<file path="src/rtl/event_gen_pkg.sv">
// Shared definitions for the event pulse generator: state encoding,
// counter width, minimum period and the latched burst configuration.
package event_gen_pkg;

  localparam int unsigned COUNT_W    = 32;
  localparam int unsigned MIN_PERIOD = 2;

  typedef enum logic [1:0] {
    IDLE   = 2'b00,
    HIGH   = 2'b01,
    LOW    = 2'b10,
    FINISH = 2'b11
  } state_t;

  // Burst configuration captured on an accepted start (stored as last-phase indices)
  typedef struct packed {
    logic [COUNT_W-1:0] period_last;  // period_q - 1
    logic [COUNT_W-1:0] width_last;   // effective width - 1
    logic [COUNT_W-1:0] count;        // pulses to emit, 0 = continuous
  } cfg_t;

  // Periods below MIN_PERIOD cannot hold both a high and a low phase
  function automatic logic [COUNT_W-1:0] clamp_period(input logic [COUNT_W-1:0] p);
    return (p < COUNT_W'(MIN_PERIOD)) ? COUNT_W'(MIN_PERIOD) : p;
  endfunction

endpackage

</file>
<file path="src/rtl/event_pulse_generator_period_timer.sv">
// period_timer: per-period phase counter for the pulse generator.
// Ports:
//   clk, reset      - clock, synchronous active-high reset
//   clear           - reload phase_cnt to 0 (start of a period)
//   enable          - advance phase_cnt by one
//   period_last     - phase index of the last cycle of the period
//   width_last      - phase index of the last high cycle
//   terminal        - phase_cnt == period_last
//   mark_hit_c      - phase_cnt == width_last
module period_timer
  import event_gen_pkg::*;
(
  input  logic               clk,
  input  logic               reset,
  input  logic               clear,
  input  logic               enable,
  input  logic [COUNT_W-1:0] period_last,
  input  logic [COUNT_W-1:0] width_last,
  output logic               terminal,
  output logic               mark_hit_c
);

  logic [COUNT_W-1:0] phase_cnt;

  // Phase counter, restarted at every pulse rise
  always_ff @(posedge clk) begin
    if (reset) begin
      phase_cnt <= '0;
    end else if (clear) begin
      phase_cnt <= '0;
    end else if (enable) begin
      phase_cnt <= phase_cnt + COUNT_W'(1);
    end
  end

  assign terminal   = (phase_cnt == period_last);
  assign mark_hit_c = (phase_cnt == width_last);

endmodule

</file>
<file path="src/rtl/event_pulse_generator.sv">
// event_pulse_generator: programmable pulse source for the event counter.
// Emits pulses of PULSE_WIDTH cycles every `period` cycles, for
// `pulse_count` pulses or continuously when pulse_count is 0.
// Ports:
//   clk, reset     - clock, synchronous active-high reset
//   period         - pulse period in cycles (latched on accepted start)
//   pulse_count    - pulses per burst, 0 = continuous (latched on start)
//   start, stop    - start level (IDLE only), abort request (any state)
//   event_trigger  - pulse output
//   busy           - high while emitting (HIGH/LOW)
//   done           - one-cycle strobe at the end of a finite burst
//   pulses_sent    - pulses emitted since the last accepted start
module event_pulse_generator
  import event_gen_pkg::*;
#(
  parameter int unsigned CLOCK_FREQUENCY = 100_000_000,
  parameter int unsigned PULSE_WIDTH     = 1
) (
  input  logic               clk,
  input  logic               reset,
  input  logic [COUNT_W-1:0] period,
  input  logic [COUNT_W-1:0] pulse_count,
  input  logic               start,
  input  logic               stop,
  output logic               event_trigger,
  output logic               busy,
  output logic               done,
  output logic [COUNT_W-1:0] pulses_sent
);

  if (PULSE_WIDTH < 1 || PULSE_WIDTH > 255 || CLOCK_FREQUENCY == 0) begin : g_param_check
    $error("event_pulse_generator: PULSE_WIDTH or CLOCK_FREQUENCY out of range");
  end

  state_t             state;
  state_t             state_next;
  cfg_t               cfg_q;
  logic               accept_c;
  logic               timer_clear_c;
  logic               timer_en_c;
  logic               terminal;
  logic               mark_hit_c;
  logic [COUNT_W-1:0] period_eff_c;
  logic [COUNT_W-1:0] width_eff_c;

  // Effective period/width from the live inputs, used only when a start is accepted
  assign period_eff_c = clamp_period(period);
  assign width_eff_c  = (COUNT_W'(PULSE_WIDTH) < period_eff_c - COUNT_W'(1))
                      ? COUNT_W'(PULSE_WIDTH) : period_eff_c - COUNT_W'(1);

  period_timer u_timer (
    .clk         (clk),
    .reset       (reset),
    .clear       (timer_clear_c),
    .enable      (timer_en_c),
    .period_last (cfg_q.period_last),
    .width_last  (cfg_q.width_last),
    .terminal    (terminal),
    .mark_hit_c  (mark_hit_c)
  );

  // State register
  always_ff @(posedge clk) begin
    if (reset) begin
      state <= IDLE;
    end else begin
      state <= state_next;
    end
  end

  // Next-state and timer control
  always_comb begin
    state_next    = state;
    accept_c      = 1'b0;
    timer_clear_c = 1'b0;
    timer_en_c    = 1'b0;
    case (state)
      IDLE: begin
        if (start && !stop) begin
          accept_c      = 1'b1;
          timer_clear_c = 1'b1;
          state_next    = HIGH;
        end
      end
      HIGH: begin
        timer_en_c = 1'b1;
        if (stop) begin
          state_next = IDLE;
        end else if (mark_hit_c) begin
          state_next = LOW;
        end
      end
      LOW: begin
        timer_en_c = 1'b1;
        if (stop) begin
          state_next = IDLE;
        end else if (terminal) begin
          if (cfg_q.count != '0 && pulses_sent == cfg_q.count) begin
            state_next = FINISH;
          end else begin
            timer_clear_c = 1'b1;
            state_next    = HIGH;
          end
        end
      end
      FINISH: begin
        state_next = IDLE;
      end
      default: begin
        state_next = IDLE;
      end
    endcase
  end

  // Configuration latch and registered outputs, decoded from the next state
  always_ff @(posedge clk) begin
    if (reset) begin
      cfg_q         <= '0;
      event_trigger <= 1'b0;
      busy          <= 1'b0;
      done          <= 1'b0;
      pulses_sent   <= '0;
    end else begin
      if (accept_c) begin
        cfg_q.period_last <= period_eff_c - COUNT_W'(1);
        cfg_q.width_last  <= width_eff_c - COUNT_W'(1);
        cfg_q.count       <= pulse_count;
      end
      event_trigger <= (state_next == HIGH);
      busy          <= (state_next == HIGH) || (state_next == LOW);
      done          <= (state_next == FINISH);
      // Counter moves together with the rising pulse; wraps in continuous mode
      if (accept_c) begin
        pulses_sent <= COUNT_W'(1);
      end else if (state == LOW && state_next == HIGH) begin
        pulses_sent <= pulses_sent + COUNT_W'(1);
      end
    end
  end

endmodule

</file>
<file path="config.mk">
export PLATFORM = sky130hd
export DESIGN_NAME = event_pulse_generator
export DESIGN_NICKNAME = d
export VERILOG_FILES = /design/src/rtl/event_gen_pkg.sv /design/src/rtl/event_pulse_generator_period_timer.sv /design/src/rtl/event_pulse_generator.sv
export SDC_FILE = /design/constraint.sdc
export NUM_CORES = 1
export LEC_CHECK = 0
export ABC_AREA = 0
export BUFFER_PORTS_ARGS = -buffer_cell sky130_fd_sc_hd__buf_2
export CAP_MARGIN = 20
export CORE_MARGIN = 5
export CORE_UTILIZATION = 53
export DETAILED_ROUTE_END_ITERATION = 10
export HOLD_SLACK_MARGIN = 0.1
export PLACE_DENSITY = 0.82
export SKIP_LAST_GASP = 1
export SLEW_MARGIN = 15
export SYNTH_ARGS = -nofsm -noshare
export SYNTH_HDL_FRONTEND = slang
export SYNTH_SLANG_ARGS = --single-unit
</file>
<file path="constraint.sdc">
create_clock -name clk -period 5.9 [get_ports clk]
set_clock_uncertainty 0.2 [all_clocks]
set_input_delay 0.295 -clock clk [delete_from_list [all_inputs] [get_ports clk]]
set_output_delay 0.295 -clock clk [all_outputs]
set_load 0.02 [all_outputs]
</file>
-- Word-level counts from Yosys, hierarchy flattened
Index checks and enable logic that the tools add are counted.
- register bits: 165
- bits of input ports: 68
- output and inout bits: 35
- word-level logic and storage cells: 54
- add/subtract/negate cells: 4
- order comparisons: 2
- eq/ne operators: 9
- muxes and demuxes: 18
- reductions and logical operators: 11
- operators with widths (operator ; count):
    32-bit equality test ; 3
    32-bit by 1-bit adder with 32-bit output, second input constant ; 2
    32-bit two-way mux ; 2
    32-bit by 1-bit subtractor with 32-bit output, second input constant ; 2
    1-bit by 32-bit < comparator with 1-bit output, first input constant ; 1
    32-bit by 2-bit < comparator with 1-bit output, second input constant ; 1
    32-bit nonzero test ; 1
    2-bit two-way mux ; 6
    2-bit equality test, second input constant ; 4
    1-bit two-way mux ; 8
    2-bit case mux with 4 select lines ; 1
    2-bit OR reduction ; 3
    2-bit by 1-bit equality test with 1-bit output, second input constant ; 2
    1-bit logical AND ; 3
    2-bit logical NOT ; 1
    1-bit case mux with 2 select lines ; 1
    2-bit nonzero test ; 1
    1-bit logical NOT ; 1
    1-bit logical OR ; 1

-- Depth between registers and ports, before layout
Gate-level depths: netlist of run 1.
- depth after elaboration: 10
- mapped depth: 18
- gate-level depth less buffers: 15

-- Modules after synthesis
Synthesis of run 1 repeated with hierarchy kept, for this count alone.
- cell total of the unflattened synthesis: 1011
- area total of the unflattened synthesis: 8443.1 µm²
- modules (own cells, without submodules) (module ; instances ; cells each ; area an instance (µm²) ; seq. area each (µm²)):
    event_pulse_generator ; 1 ; 734 ; 6170.9 ; 2662.6
    period_timer ; 1 ; 277 ; 2272.2 ; 640.6

-- Least setup slack after synthesis of run 1
Ideal clock, no wire load.
- kind: in2reg
- from: input port period[24]
- to: register cfg_q[34] (netlist name)
- library setup time: 58 ps
- data arrival time: 4718 ps
- required time: 5642 ps
- setup slack: 924 ps
- stages: 17
- path buffers: 3
- cell sequence: or4_1 > or4_1 > or3_1 > o21ai_0 > ha_1 > nand2b_1 > or4_1 > clkbuf_1 > or3_1 > xnor2_1 > nor4_2 > and3_1 > ha_1 > and3_1 > clkbuf_1 > clkbuf_1 > a21o_1
- cells in the longest elaborated chain, start to end: 6
- ends and longest elaborated chain (element ; RTL line ; source):
    start: declaration ; event_pulse_generator.sv:21 ; input logic [COUNT_W-1:0] period,
    32-bit by 2-bit < comparator with 1-bit output ; event_gen_pkg.sv:24 ; return (p < COUNT_W'(MIN_PERIOD)) ? COUNT_W'(MIN_PERIOD) : p;
    32-bit two-way mux * ; event_gen_pkg.sv:24 ;
    32-bit by 1-bit subtractor with 32-bit output * ; event_pulse_generator.sv:48, event_pulse_generator.sv:49 ;
    1-bit by 32-bit < comparator with 1-bit output ; event_pulse_generator.sv:48 ; assign width_eff_c = (COUNT_W'(PULSE_WIDTH) < period_eff_c - COUNT_W'(1))
    32-bit two-way mux * ; event_pulse_generator.sv:49 ; ? COUNT_W'(PULSE_WIDTH) : period_eff_c - COUNT_W'(1);
    32-bit by 1-bit subtractor with 32-bit output * ; event_pulse_generator.sv:126 ; cfg_q.width_last <= width_eff_c - COUNT_W'(1);
Mark *: on every way between the ends. The rest lies on a longest branch, timed or not.
A chain may end at the register's enable or synchronous reset.

-- Worst setup path after layout of run 1
- from: input port period[22]
- to: register cfg_q[36] (netlist name)
- cells in the longest elaborated chain, start to end: 6
- ends and longest elaborated chain (element ; RTL line):
    32-bit by 2-bit < comparator with 1-bit output ; event_gen_pkg.sv:24
    32-bit two-way mux * ; event_gen_pkg.sv:24
    32-bit by 1-bit subtractor with 32-bit output * ; event_pulse_generator.sv:48, event_pulse_generator.sv:49
    1-bit by 32-bit < comparator with 1-bit output ; event_pulse_generator.sv:48
    32-bit two-way mux * ; event_pulse_generator.sv:49
    32-bit by 1-bit subtractor with 32-bit output * ; event_pulse_generator.sv:126
Marks and branches as above.

==> results of run 1 <==
## per-layer routing
| metal | vias to the layer above | GRT usage [%] | part of all wire, % | wire length (um) |
|---|---|---|---|---|
| li1 | 3585 | - | - | - |
| met1 | 3415 | 29.8 | 42 | 9140 |
| met2 | 297 | 42.3 | 48 | 10600 |
| met3 | 70 | 4.80 | 5.9 | 1300 |
| met4 | 2 | 11.8 | 3.9 | 854 |
| met5 | - | 0 | 0.059 | 13 |
## repair_timing
item                                   CTS  global route
setup endpoints to repair                0             0
hold buffers                            55             0
endpoints found under the hold margin   53             0
gates resized for setup                  0             0
## final timing paths
| check | end | depth (start not counted) |
|---|---|---|
| max | cfg_q[36]$_SDFFE_PP0P_ | 16 |
| min | cfg_q[75]$_SDFFE_PP0P_ | 3 |
| max reg2reg | pulses_sent[31]$_SDFFE_PP0P_ | 15 |
| min reg2reg | cfg_q[61]$_SDFFE_PP0P_ | 2 |
## synthesized netlist by cell type, drive strengths merged, types with 2 or more instances
cell / number / area, um^2
and4: 6 / 52.6
nand4: 33 / 213
o31ai: 4 / 30.0
o311ai: 2 / 17.5
nor2b: 2 / 12.5
and3: 10 / 62.6
ha: 9 / 113
a211oi: 19 / 143
mux2i: 2 / 20.0
a21oi: 50 / 250
o21ai: 22 / 110
a21o: 14 / 105
nand3: 13 / 65.1
dfxtp: 165 / 3300
nor3: 19 / 95.1
clkbuf: 50 / 188
or4: 14 / 109
nor4b: 2 / 17.5
nand2b: 4 / 25.0
nor2: 115 / 432
and2: 4 / 25.0
or3: 19 / 119
nand3b: 2 / 15.0
inv: 18 / 67.6
a311oi: 5 / 43.8
nor4: 34 / 225
nand2: 147 / 552
or2: 2 / 12.5
xnor2: 64 / 561
buf: 3 / 18.8
xor2: 107 / 937
## layout make-up
type                       count  area [um^2]
fill                        1182         5280
multi-input combinational    736         4500
sequential                   165         3300
timing repair buffer         163         1110
clock buffer                  21          460
tap                          188          235
clock inverter                11         76.3
inverter                      18         67.6
antenna                        1         2.50
## stage by stage
step / hold slack (ns) / worst slack [ns] / total power [mW] / std cells / instance area [um^2]
floorplan: 0.231 / 0.924 / 1.31 / 972 / 8050
global placement: 0.241 / 0.779 / 1.39 / 1214 / 8650
detailed placement: 0.246 / 0.702 / 1.39 / 1214 / 8650
CTS: 0.103 / 0.542 / 2.41 / 1301 / 9740
global route: 0.130 / 0.201 / 2.49 / 1302 / 9750
finish: 0.107 / 0.532 / 2.41 / 1303 / 9760
## worst register-to-register path, delay by kind of cell, from the launching register on
kind,cells,cell delay (ns)
adder cells (fa/ha/maj),1,0.24
AND/OR/NAND/NOR,10,2.89
XOR/XNOR,2,0.30
flip-flops,1,0.49
AO/OA/AOI/OAI,2,0.49
## layout by cell type (no fill, tap or decap), types with 3 or more instances in the layout
master | synthesis | routed
sky130_fd_sc_hd__o21ai_0 | 22 | 22
sky130_fd_sc_hd__o31ai_1 | 4 | 3
sky130_fd_sc_hd__ha_1 | 9 | 9
sky130_fd_sc_hd__nand2_1 | 147 | 147
sky130_fd_sc_hd__a21o_1 | 14 | 14
sky130_fd_sc_hd__and3_1 | 10 | 10
sky130_fd_sc_hd__buf_4 | 0 | 5
sky130_fd_sc_hd__dfxtp_1 | 165 | 165
sky130_fd_sc_hd__nand3_1 | 13 | 13
sky130_fd_sc_hd__and4_1 | 6 | 6
sky130_fd_sc_hd__buf_2 | 0 | 102
sky130_fd_sc_hd__nand4_1 | 32 | 32
sky130_fd_sc_hd__clkinvlp_4 | 0 | 4
sky130_fd_sc_hd__a21oi_1 | 50 | 50
sky130_fd_sc_hd__or3_1 | 19 | 19
sky130_fd_sc_hd__or4_1 | 13 | 13
sky130_fd_sc_hd__nor3_1 | 19 | 19
sky130_fd_sc_hd__inv_1 | 18 | 18
sky130_fd_sc_hd__and2_1 | 4 | 4
sky130_fd_sc_hd__nor4_1 | 32 | 32
sky130_fd_sc_hd__nand2b_1 | 4 | 4
sky130_fd_sc_hd__xor2_1 | 107 | 107
sky130_fd_sc_hd__nor2_1 | 115 | 113
sky130_fd_sc_hd__dlygate4sd3_1 | 0 | 55
sky130_fd_sc_hd__a211oi_1 | 19 | 19
sky130_fd_sc_hd__clkbuf_16 | 0 | 17
sky130_fd_sc_hd__a311oi_1 | 5 | 5
sky130_fd_sc_hd__clkinv_2 | 0 | 4
sky130_fd_sc_hd__xnor2_1 | 64 | 64
## registers in the layout, indices dropped and copies added (netlist names)
| name | flops |
|---|---|
| busy | 1 |
| event_trigger | 1 |
| state | 2 |
| cfg_q | 96 |
| pulses_sent | 32 |
| u_timer.phase_cnt | 32 |
| done | 1 |
## power groups by stage
stage	registers, mW	clock network [mW]	logic (mW)
final	1.17	1.01	0.231
after global routing	1.17	1.07	0.255
after CTS	1.17	1.02	0.225
after detailed placement	1.19	0	0.195
after global placement	1.19	0	0.192
after floorplan	1.19	0	0.126
## cells by family after synthesis
kind of cell    Yosys count  share of synthesized area (%)
compound gates          124                           9.71
xor+xnor                171                           18.6
fa+ha+maj                 9                           1.40
buf+inv                  71                           3.40
flops                   165                           41.0
mux                       2                          0.249
other cells               1                         0.0466
simple gates            429                           25.6
==> impl_summary.md, run 1 <==
Clock network
The clock passes through at most 2 buffers. The clock latency on the worst-skew pair is 0.43 ns. The level count of the clock H-tree is 4.

The clock tree root driver cell is sky130_fd_sc_hd__clkbuf_16. In this run the post-CTS setup repair buffer count came out at 0. TritonCTS built the clock tree. After clock tree synthesis, the clock-pin slew on the worst setup and hold paths is 0.06 ns.

The TritonCTS sink count is 165. Buffers inserted during clock tree synthesis total 17.

Worst hold path
The type of the worst min-delay path is in2reg. The launch point of the worst hold path is period[11].

Critical path
The maximum fanout along the worst path is 14. For this run, the slowest stage of the critical path takes 0.59 ns. The most numerous cell on the critical path is sky130_fd_sc_hd__or4_1. The signal on the critical path passes through dlygate4sd3_1 > buf_2 > or4_1 > or4_1 > or3_1 > o21ai_0 > ha_1 > nand2b_1 > or4_1 > or3_1 > xnor2_1 > nor4_2 > and3_1 > ha_1 > and3_1 > a21o_1. The worst-case register-to-register setup slack is 1.17 ns. The startpoint class of the critical path is a primary input. The worst setup path category is in2reg. The number of buffer and inverter instances along the worst setup path is 2. The kind of capture point of the worst setup path is a flop. The category of cells accounting for the largest share of critical-path delay is simple AND/OR/NAND/NOR gates.

The launch point of the worst path is period[22]. For the worst setup path, the data arrival time is 5.54 ns. For this design, the slowest cell found on the critical path is sky130_fd_sc_hd__or4_1. The startpoint of the worst-slack reg-to-reg timing path is u_timer.phase_cnt[21]$_SDFFE_PP0P_.

Data on the critical path is required at its endpoint by 6.07 ns.

Synth
The predominant post-synthesis flop cell is sky130_fd_sc_hd__dfxtp_1. The async set-or-reset flop fraction in the synthesized netlist is 0%. The average size of a mapped cell is 8.28 um^2. Synthesis produced a netlist whose cell count is 972.

The sequential cell area fraction in the yosys report is 41.0%. Counting every net in the synthesized netlist gives 1,049. The flop and latch count out of synthesis is 165. Synthesis instantiated 48 different standard cells from the library. The netlist area before placement is 0.00805 mm^2. Yosys printed 0 warnings.

The number of flops mapped to enable cells by yosys is 0.

Detailed routing
The count of routing violations after the opening detailed-route iteration is 390. The post-detailed-route wirelength per cell is 16.8 um. The detailed-route wire length is 21,900 um.

The DRC violation count after routing is 0. The first detailed-routing pass took 5 iterations. Once detail routing completed, the nets flagged for antenna violations numbered 0. Detailed routing inserted a total of 7,369 vias. After detailed routing, the number of vias per cell comes to 5.66.

Placed design
The number of buffers added on ports is 102. The global placement routability congestion is 0.929. The post-detailed-placement half-perimeter wirelength is 14,700 um.

STA
The final count of negative-setup-slack endpoints is 0. The ratio of final minimum period to clock period is 91.0%. The clock period could shrink to 5.37 ns. The total count of max-transition violations in the final report is 0. Based on the critical path, the design can be clocked at up to 186 MHz. Setup repair after global routing left no endpoint under its margin. The setup TNS is 0 ns. For the pin with the worst max-slew slack, the measured transition is 0.824 ns.

The final hold violation count came to 0. The headroom to the max-slew limit is 45.1%.

Global route
The via count of the first global-routing pass was 7,039. The number of antenna violations at the first check in global routing is 1. After global routing the overflow that remains totals 0. The global-route wire length before repair is 35,500 um. In the global route stage, overall resource usage came out at 24.7%. Entering global routing, the biggest net connects 72 pins.

Finish
The end-of-flow core utilization is 64.9%. The fraction of final layout cells sized beyond drive strength 1 is 13.6%. The net total in the final layout is 1,178. The area added between synthesis and finish is 21.2%.

Power
For this design the static power due to leakage is 4.16 nW. The internal portion of the total power is 1.81 mW. The analysis attributes to net switching a power of 0.607 mW. The worst voltage drop across the vdd grid is 226 uV. The switching power as a share of total power is 25.2%.

The clock network is responsible for 41.9% of the overall power. The total power per unit cell area is 247 mW/mm^2. The part of the power in registers is 48.5%. The share of total power in combinational logic is 9.6%.

Floorplan
The die area is 0.0178 mm^2. From bottom edge to top edge, the die measures 133 um. The number of placed I/O pins is 103. In this run the standard cell core region covers 0.0150 mm^2. The number of cell rows is 45. Once the floorplan was initialized, standard cells occupied 53.6% of the core.

The x dimension of the die is 133 um.

Run
The total of max-cap violations is 0.

Status
The flow ran to the end, and the final reports show no timing, DRC or antenna violations.
Power figures use the tool's default switching activity.
==> run 2, diff against run 1 <==
==> constraint.sdc (replaced) <==
create_clock -name clk -period 5.85 [get_ports clk]
set_clock_uncertainty 0.2 [all_clocks]
set_input_delay 0.2925 -clock clk [delete_from_list [all_inputs] [get_ports clk]]
set_output_delay 0.2925 -clock clk [all_outputs]
set_load 0.02 [all_outputs]
==> run 2 against run 1 <==
  * Wire length up 1.2%
  * Sequential cell count is the same
  * Global-route usage increased by 0.28 points
  * Register-to-register slack worse by 0.13 ns
  * Worst hold slack improved by 0.030 ns
  * Clock power hardly changed
  * Final area up 0.88%
  * Critical endpoint unchanged
==> impl_summary.md, run 2 (synthesis results as in run 1) <==
Detailed routing
The post-detailed-route wirelength per cell is 16.9 um (+0.56%). The detailed-route wire length was 22,200 um (+1.2%). The total iterations of the first detailed-routing run came to 6 (+1). The count of routing violations after the opening detailed-route iteration is 572 (+47%). The DRC violation count after routing is 0 (unchanged).

The remaining antenna violation count came to 0 (unchanged). The detail-routed via count per cell was 5.67 (+0.20%). The vias after detailed routing is 7,429 (+0.81%).

Finish
In the final layout, the registers with the most flip-flops are cfg_q (96), pulses_sent (32), u_timer.phase_cnt (32). The area added between synthesis and finish is 22.3%. The register containing the most flip-flops in the final layout is cfg_q. The fraction of final layout cells sized beyond drive strength 1 is 13.6% (+0.082 points). Leaving out fill and tap cells, the most frequent cell in the layout is sky130_fd_sc_hd__dfxtp_1. The net total in the final layout is 1,186 (+0.68%). The cell area after layout was 0.00984 mm^2 (+0.88%). The end-of-flow core utilization was 65.5% (+0.57 points). The filler-free cell count of the finished design is 1,311 (+0.61%). The area of combinational cells with multiple inputs is 0.00450 mm^2 (unchanged). The library cells used most frequently in the layout, excluding fill and tap cells, are 165 x sky130_fd_sc_hd__dfxtp_1, 147 x sky130_fd_sc_hd__nand2_1, 113 x sky130_fd_sc_hd__nor2_1, 107 x sky130_fd_sc_hd__xor2_1, 102 x sky130_fd_sc_hd__buf_2. The number of flip-flops under the largest register name was 96 (unchanged). The final-layout fill cell count came to 1,150 (-2.7%). The area taken by flip-flops and latches is 0.00330 mm^2 (unchanged).

Global route
The sum of overflow across all layers after global routing is 0 (unchanged). The overall routing resource usage is 25.0% (+0.28 points). The global-route wire length before repair is 35,900 um (+1.1%). The via count of the first global-routing pass came to 7,168 (+1.8%). The pin count of the biggest net entering global routing is 72 (unchanged). The number of antenna violations at the first check in global routing was 1 (unchanged).

Placed design
The cell area after placement was 0.00865 mm^2 (unchanged). The placed cell count was 1,214 (unchanged). The post-detailed-placement half-perimeter wirelength was 14,900 um (+1.2%). The worst slack at placement was 0.619 ns (-0.0828 ns).

The number of buffers added on ports was 102 (unchanged). The global placement routability congestion is 0.929 (about the same).

Clock network
The CTS tree is done. The clock slew seen by the registers of the worst setup and hold paths is 0.06 ns (about the same). The number of buffers added by the clock tree synthesis step came to 17 (unchanged).

The TritonCTS sink count was 165 (unchanged). The clock tree root driver cell is sky130_fd_sc_hd__clkbuf_16. The clock latency on the worst-skew pair is 0.43 ns (about the same). The maximum buffer depth of the clock tree was 2 (unchanged). The level count of the clock H-tree is 4 (unchanged).

Floorplan
The x dimension of the die was 133 um (unchanged). The die area is 0.0178 mm^2 (unchanged). The effective utilization at floorplan is 53.6% (unchanged).

The die span in y came to 133 um (unchanged). The placeable core region is 0.0150 mm^2 (unchanged). The number of placed I/O pins is 103 (unchanged). The number of cell rows is 45 (unchanged).

Critical path
The worst setup path is launched from a primary input. The startpoint of the worst-slack reg-to-reg timing path is u_timer.phase_cnt[26]$_SDFFE_PP0P_. The worst setup path category is in2reg. STA classifies the critical path endpoint as a flop.

The worst endpoint required time is 6.02 ns (-0.05 ns). The critical path data arrival time is 5.57 ns (+0.03 ns). The critical path starts at period[24]. The maximum fanout along the worst path is 14 (unchanged).

Run
The total of max-cap violations is 0 (unchanged).

Status
The run finished with clean final reports.

STA
The worst hold margin was 0.136 ns (+0.0296 ns). The setup TNS is 0 ns (unchanged). The headroom to the max-slew limit was 44.0% (-1.1 points). The final count of negative-setup-slack endpoints is 0 (unchanged). The shortest period the worst path allows is 5.40 ns. Setup repair after global routing left no endpoint under its margin. Derived from the worst setup path, the maximum achievable clock frequency is 185 MHz. The ratio of final minimum period to clock period is 92.4%. The setup slack after layout is 0.446 ns (-0.0856 ns). The total count of max-transition violations in the final report came to 0 (unchanged). The final hold violation count is 0 (unchanged). The pin slew with the least headroom to its limit was 0.840 ns (+0.0169 ns).

Power
The internal portion of total power is 1.82 mW (+0.53%). The part of the power in the clock network came to 42.0% (about the same). The post-layout total power is 2.44 mW (+1.3%).

The worst voltage drop across the vdd grid was 219 uV (-2.9%). The share of total power in combinational logic is 9.8% (+0.2 points). The part of the power in registers came to 48.3% (-0.2 points). The switching power total is 0.628 mW (+3.4%). The static leakage is 4.19 nW (+0.79%). The total power per unit cell area is 248 mW/mm^2 (+0.37%). The switching power as a share of total power is 25.7% (+0.53 points).

Worst hold path
The launch point of the worst hold path is period[0]. In this run the worst hold path is classified as in2reg.
==> run 2: cell types whose count changed in the layout (fill, tap and decap cells not counted) <==
cell / before / now
sky130_fd_sc_hd__clkbuf_1: 2 / 0
sky130_fd_sc_hd__clkbuf_8: 2 / 1
sky130_fd_sc_hd__clkinv_2: 4 / 3
sky130_fd_sc_hd__clkinv_4: 1 / 2
sky130_fd_sc_hd__clkinvlp_4: 4 / 6
sky130_fd_sc_hd__dlygate4sd3_1: 55 / 63
sky130_fd_sc_hd__inv_6: 2 / 3
==> run 2: final cells by class <==
type	instances	area share [%]
multi-input combinational	736	45.7
sequential	165	33.6
timing repair buffer	171	12.1
clock buffer	18	4.46
tap	188	2.39
clock inverter	14	1.06
inverter	18	0.686
antenna	1	0.0254
==> run 2: power groups by stage <==
stage,clock [mW],combinational [mW],sequential (mW)
after floorplan,0,0.128,1.20
after global placement,0,0.194,1.20
after detailed placement,0,0.197,1.20
after CTS,1.03,0.232,1.18
after global routing,1.08,0.261,1.18
final,1.02,0.238,1.18
==> run 2: routing by layer <==
layer,routed length [um],track usage (%),vias up
met5,0,0,-
met4,795,10.9,0
met3,1470,4.72,69
met2,10900,43.3,321
met1,8990,30.2,3444
li1,-,-,3595
==> run 2: worst paths after layout <==
check / depth (start not counted) / slack (ns) / to
worst min-delay path: 4 / 0.14 / cfg_q[64]$_SDFFE_PP0P_
worst max register to register: 15 / 1.04 / pulses_sent[31]$_SDFFE_PP0P_
worst max-delay path: 16 / 0.45 / cfg_q[36]$_SDFFE_PP0P_
worst min register to register: 2 / 0.25 / cfg_q[61]$_SDFFE_PP0P_
==> run 2: what timing repair did <==
item,4_1_cts,5_1_grt
endpoints found under the setup margin,0,0
resized for setup,0,0
endpoints found under the hold margin,59,0
setup buffers,0,0
hold buffers,63,0
==> run 2: worst max-delay path, cell delays in order <==
cell                            delay (ns)
sky130_fd_sc_hd__dlygate4sd3_1        0.54
sky130_fd_sc_hd__buf_2                0.13
sky130_fd_sc_hd__or4_1                0.61
sky130_fd_sc_hd__or4_1                0.54
sky130_fd_sc_hd__or3_1                0.44
sky130_fd_sc_hd__o21ai_0              0.25
sky130_fd_sc_hd__ha_1                 0.25
sky130_fd_sc_hd__nand2b_1             0.14
sky130_fd_sc_hd__or4_1                0.47
sky130_fd_sc_hd__or3_1                0.39
sky130_fd_sc_hd__xnor2_1              0.19
sky130_fd_sc_hd__nor4_2               0.32
sky130_fd_sc_hd__and3_1               0.21
sky130_fd_sc_hd__ha_1                 0.17
sky130_fd_sc_hd__and3_1               0.48
sky130_fd_sc_hd__a21o_1               0.14
==> run 3, diff against run 2 <==
--- a/config.mk
+++ b/config.mk
@@ -10,6 +10,7 @@
 export CAP_MARGIN = 20
 export CORE_MARGIN = 5
 export CORE_UTILIZATION = 53
+export CTS_BUF_LIST = sky130_fd_sc_hd__clkbuf_2 sky130_fd_sc_hd__clkbuf_4 sky130_fd_sc_hd__clkbuf_8
 export DETAILED_ROUTE_END_ITERATION = 10
 export HOLD_SLACK_MARGIN = 0.1
 export PLACE_DENSITY = 0.82
==> run 3 against run 2 <==
  * Critical path depth did not move
  * Worst hold slack gained 0.017 ns
  * Maximum frequency decreased by 0.98%
  * Highest routed layer unchanged
==> impl_summary.md, run 3 (synthesis results as in run 1) <==
Clock network
The maximum buffer depth of the clock tree is 2 (unchanged). The clock latency on the worst-skew pair was 0.46 ns (+0.03 ns). The clock slew seen by the registers of the worst setup and hold paths is 0.09 ns (+0.03 ns). The level count of the clock H-tree came to 4 (unchanged). The count of instances resized after the clock tree is built was 0 (unchanged). The number of buffers added by the clock tree synthesis step was 17 (unchanged). The clock tree root driver cell is sky130_fd_sc_hd__clkbuf_8. The TritonCTS sink count is 165 (unchanged). The CTS tree is done. The post-CTS setup buffer count was 0 (unchanged).

Placed design
The number of buffers added on ports is 102 (unchanged). The worst slack at placement is 0.619 ns (unchanged). The post-detailed-placement half-perimeter wirelength is 14,900 um (unchanged). The placed cell count came to 1,214 (unchanged). The cell area after placement is 0.00865 mm^2 (unchanged).

The global placement routability congestion is 0.929 (unchanged).

Run
The total of max-cap violations is 0 (unchanged).

Global route
The via count of the first global-routing pass was 7,069 (-1.4%). The pin count of the biggest net entering global routing is 72 (unchanged). The sum of overflow across all layers after global routing was 0 (unchanged).

The number of antenna violations at the first check in global routing came to 0 (-1). The global-route wire length before repair was 35,200 um (-1.8%). The overall routing resource usage came to 24.4% (-0.52 points).

Finish
The final-layout fill cell count came to 1,189 (+3.4%). The end-of-flow core utilization is 64.5% (-0.99 points). The cell area after layout came to 0.00969 mm^2 (-1.5%).

The filler-free cell count of the finished design is 1,315 (+0.31%). Ranked by flip-flop count, first place goes to cfg_q. The fraction of final layout cells sized beyond drive strength 1 came to 13.5% (-0.15 points).

In the final layout, the registers with the most flip-flops are cfg_q (96), pulses_sent (32), u_timer.phase_cnt (32). The antenna diode count is 0 (-1). The net total in the final layout is 1,191 (+0.42%). The number of flip-flops under the largest register name was 96 (unchanged).

The leading cell type in the layout, fill and taps excluded is sky130_fd_sc_hd__dfxtp_1. The library cells used most frequently in the layout, excluding fill and tap cells, are 165 x sky130_fd_sc_hd__dfxtp_1, 147 x sky130_fd_sc_hd__nand2_1, 113 x sky130_fd_sc_hd__nor2_1, 107 x sky130_fd_sc_hd__xor2_1, 102 x sky130_fd_sc_hd__buf_2. Relative to the synthesized area, the layout overhead comes to 20.4%.

Critical path
The worst setup path category is in2reg. The worst endpoint required time came to 6.05 ns (+0.03 ns). The critical path data arrival time is 5.66 ns (+0.09 ns).

The kind of capture point of the worst setup path is a flop. The worst setup path is launched from a primary input. The maximum fanout along the worst path is 14 (unchanged).

Detailed routing
The vias after detailed routing came to 7,463 (+0.46%). The post-detailed-route wirelength per cell is 16.7 um (-1.4%). The DRC violation count after routing is 0 (unchanged).

The detail-routed via count per cell was 5.68 (+0.15%). The detailed-route wire length came to 21,900 um (-1.1%). The remaining antenna violation count is 0 (unchanged). The total iterations of the first detailed-routing run came to 7 (+1). The count of routing violations after the opening detailed-route iteration is 471 (-18%).

Power
The switching power total was 0.589 mW (-6.2%). The switching power as a share of total power was 27.3% (+1.6 points). The post-layout total power came to 2.16 mW (-12%). The part of the power in the clock network was 34.2% (-7.8 points). The part of the power in registers was 54.7% (+6.4 points). The total power per unit cell area is 222 mW/mm^2 (-10%). The internal portion of total power is 1.57 mW (-14%). The share of total power in combinational logic is 11.1% (+1.3 points). The static leakage came to 4.12 nW (-1.7%).

The worst voltage drop across the vdd grid came to 178 uV (-19%).

STA
The total count of max-transition violations in the final report came to 0 (unchanged). The pin slew with the least headroom to its limit is 1.08 ns (+0.237 ns). The setup TNS is 0 ns (unchanged).

The highest clock frequency the design can meet came to 183 MHz (-0.98%). The ratio of final minimum period to clock period came to 93.3% (+0.91 points). The headroom to the max-slew limit is 28.0% (-16 points). The worst hold margin came to 0.154 ns (+0.0174 ns).

The final count of negative-setup-slack endpoints is 0 (unchanged). Setup repair after global routing left no endpoint under its margin. The shortest period the worst path allows is 5.46 ns (+0.0534 ns). The final hold violation count came to 0 (unchanged). The setup slack after layout is 0.393 ns (-0.0534 ns).

Floorplan
The x dimension of the die is 133 um (unchanged). The number of cell rows is 45 (unchanged). The number of placed I/O pins came to 103 (unchanged).

The effective utilization at floorplan is 53.6% (unchanged). The placeable core region is 0.0150 mm^2 (unchanged). The die area is 0.0178 mm^2 (unchanged). The die span in y is 133 um (unchanged).

Worst hold path
The min-delay analysis places its worst path in the category in2reg.

Status
The run finished with clean final reports.
-- run 3: cell types whose count changed in the layout (fill, tap and decap cells not counted) --
cell and change:
sky130_fd_sc_hd__buf_8 -1, sky130_fd_sc_hd__clkbuf_16 -17, sky130_fd_sc_hd__clkbuf_8 +17, sky130_fd_sc_hd__diode_2 -1, sky130_fd_sc_hd__dlygate4sd3_1 +6
-- run 3: final timing paths --
path	start	slack [ns]	endpoint	depth (start not counted)
max	period[24]	0.39	cfg_q[60]$_SDFFE_PP0P_	16
min	period[16]	0.15	cfg_q[80]$_SDFFE_PP0P_	3
max reg2reg	u_timer.phase_cnt[26]$_SDFFE_PP0P_	1.01	pulses_sent[31]$_SDFFE_PP0P_	15
min reg2reg	cfg_q[61]$_SDFFE_PP0P_	0.26	cfg_q[61]$_SDFFE_PP0P_	2
-- run 3: power by group through the flow --
stage | clock network [mW] | logic, mW | registers [mW]
final | 0.738 | 0.240 | 1.18
after global placement | 0 | 0.194 | 1.20
after CTS | 0.744 | 0.234 | 1.18
after global routing | 0.794 | 0.262 | 1.18
after floorplan | 0 | 0.128 | 1.20
after detailed placement | 0 | 0.197 | 1.20
-- run 3: layout make-up --
| class | count | area (um^2) | share of cell area [%] |
|---|---|---|---|
| well taps | 188 | 235 | 2.43 |
| multi-input cells | 736 | 4500 | 46.4 |
| clock buffers | 18 | 248 | 2.56 |
| clock inverters | 14 | 104 | 1.07 |
| flip-flops and latches | 165 | 3300 | 34.1 |
| inverters | 18 | 67.6 | 0.697 |
| repair buffers | 176 | 1240 | 12.8 |
-- run 3: critical path: stages --
cell                            delay [ns]
sky130_fd_sc_hd__dlygate4sd3_1        0.54
sky130_fd_sc_hd__buf_2                0.14
sky130_fd_sc_hd__or4_1                0.62
sky130_fd_sc_hd__or4_1                0.54
sky130_fd_sc_hd__or3_1                0.44
sky130_fd_sc_hd__o21ai_0              0.26
sky130_fd_sc_hd__ha_1                 0.25
sky130_fd_sc_hd__nand2b_1             0.14
sky130_fd_sc_hd__or4_1                0.48
sky130_fd_sc_hd__or3_1                0.39
sky130_fd_sc_hd__xnor2_1              0.20
sky130_fd_sc_hd__nor4_2               0.38
sky130_fd_sc_hd__and3_1               0.22
sky130_fd_sc_hd__ha_1                 0.17
sky130_fd_sc_hd__and3_1               0.47
sky130_fd_sc_hd__a21o_1               0.14
-- run 3: repair_timing --
item | 4_1_cts | 5_1_grt
endpoints found under the hold margin | 62 | 0
hold buffers | 69 | 0
endpoints found under the setup margin | 0 | 0
-- run 3: per-layer routing --
metal	global-route usage, %	routed length, um	vias up
met1	29.9	9020	3507
met5	0	0	-
met2	42.6	10900	293
li1	-	-	3600
met3	4.57	1340	63
met4	9.54	676	0
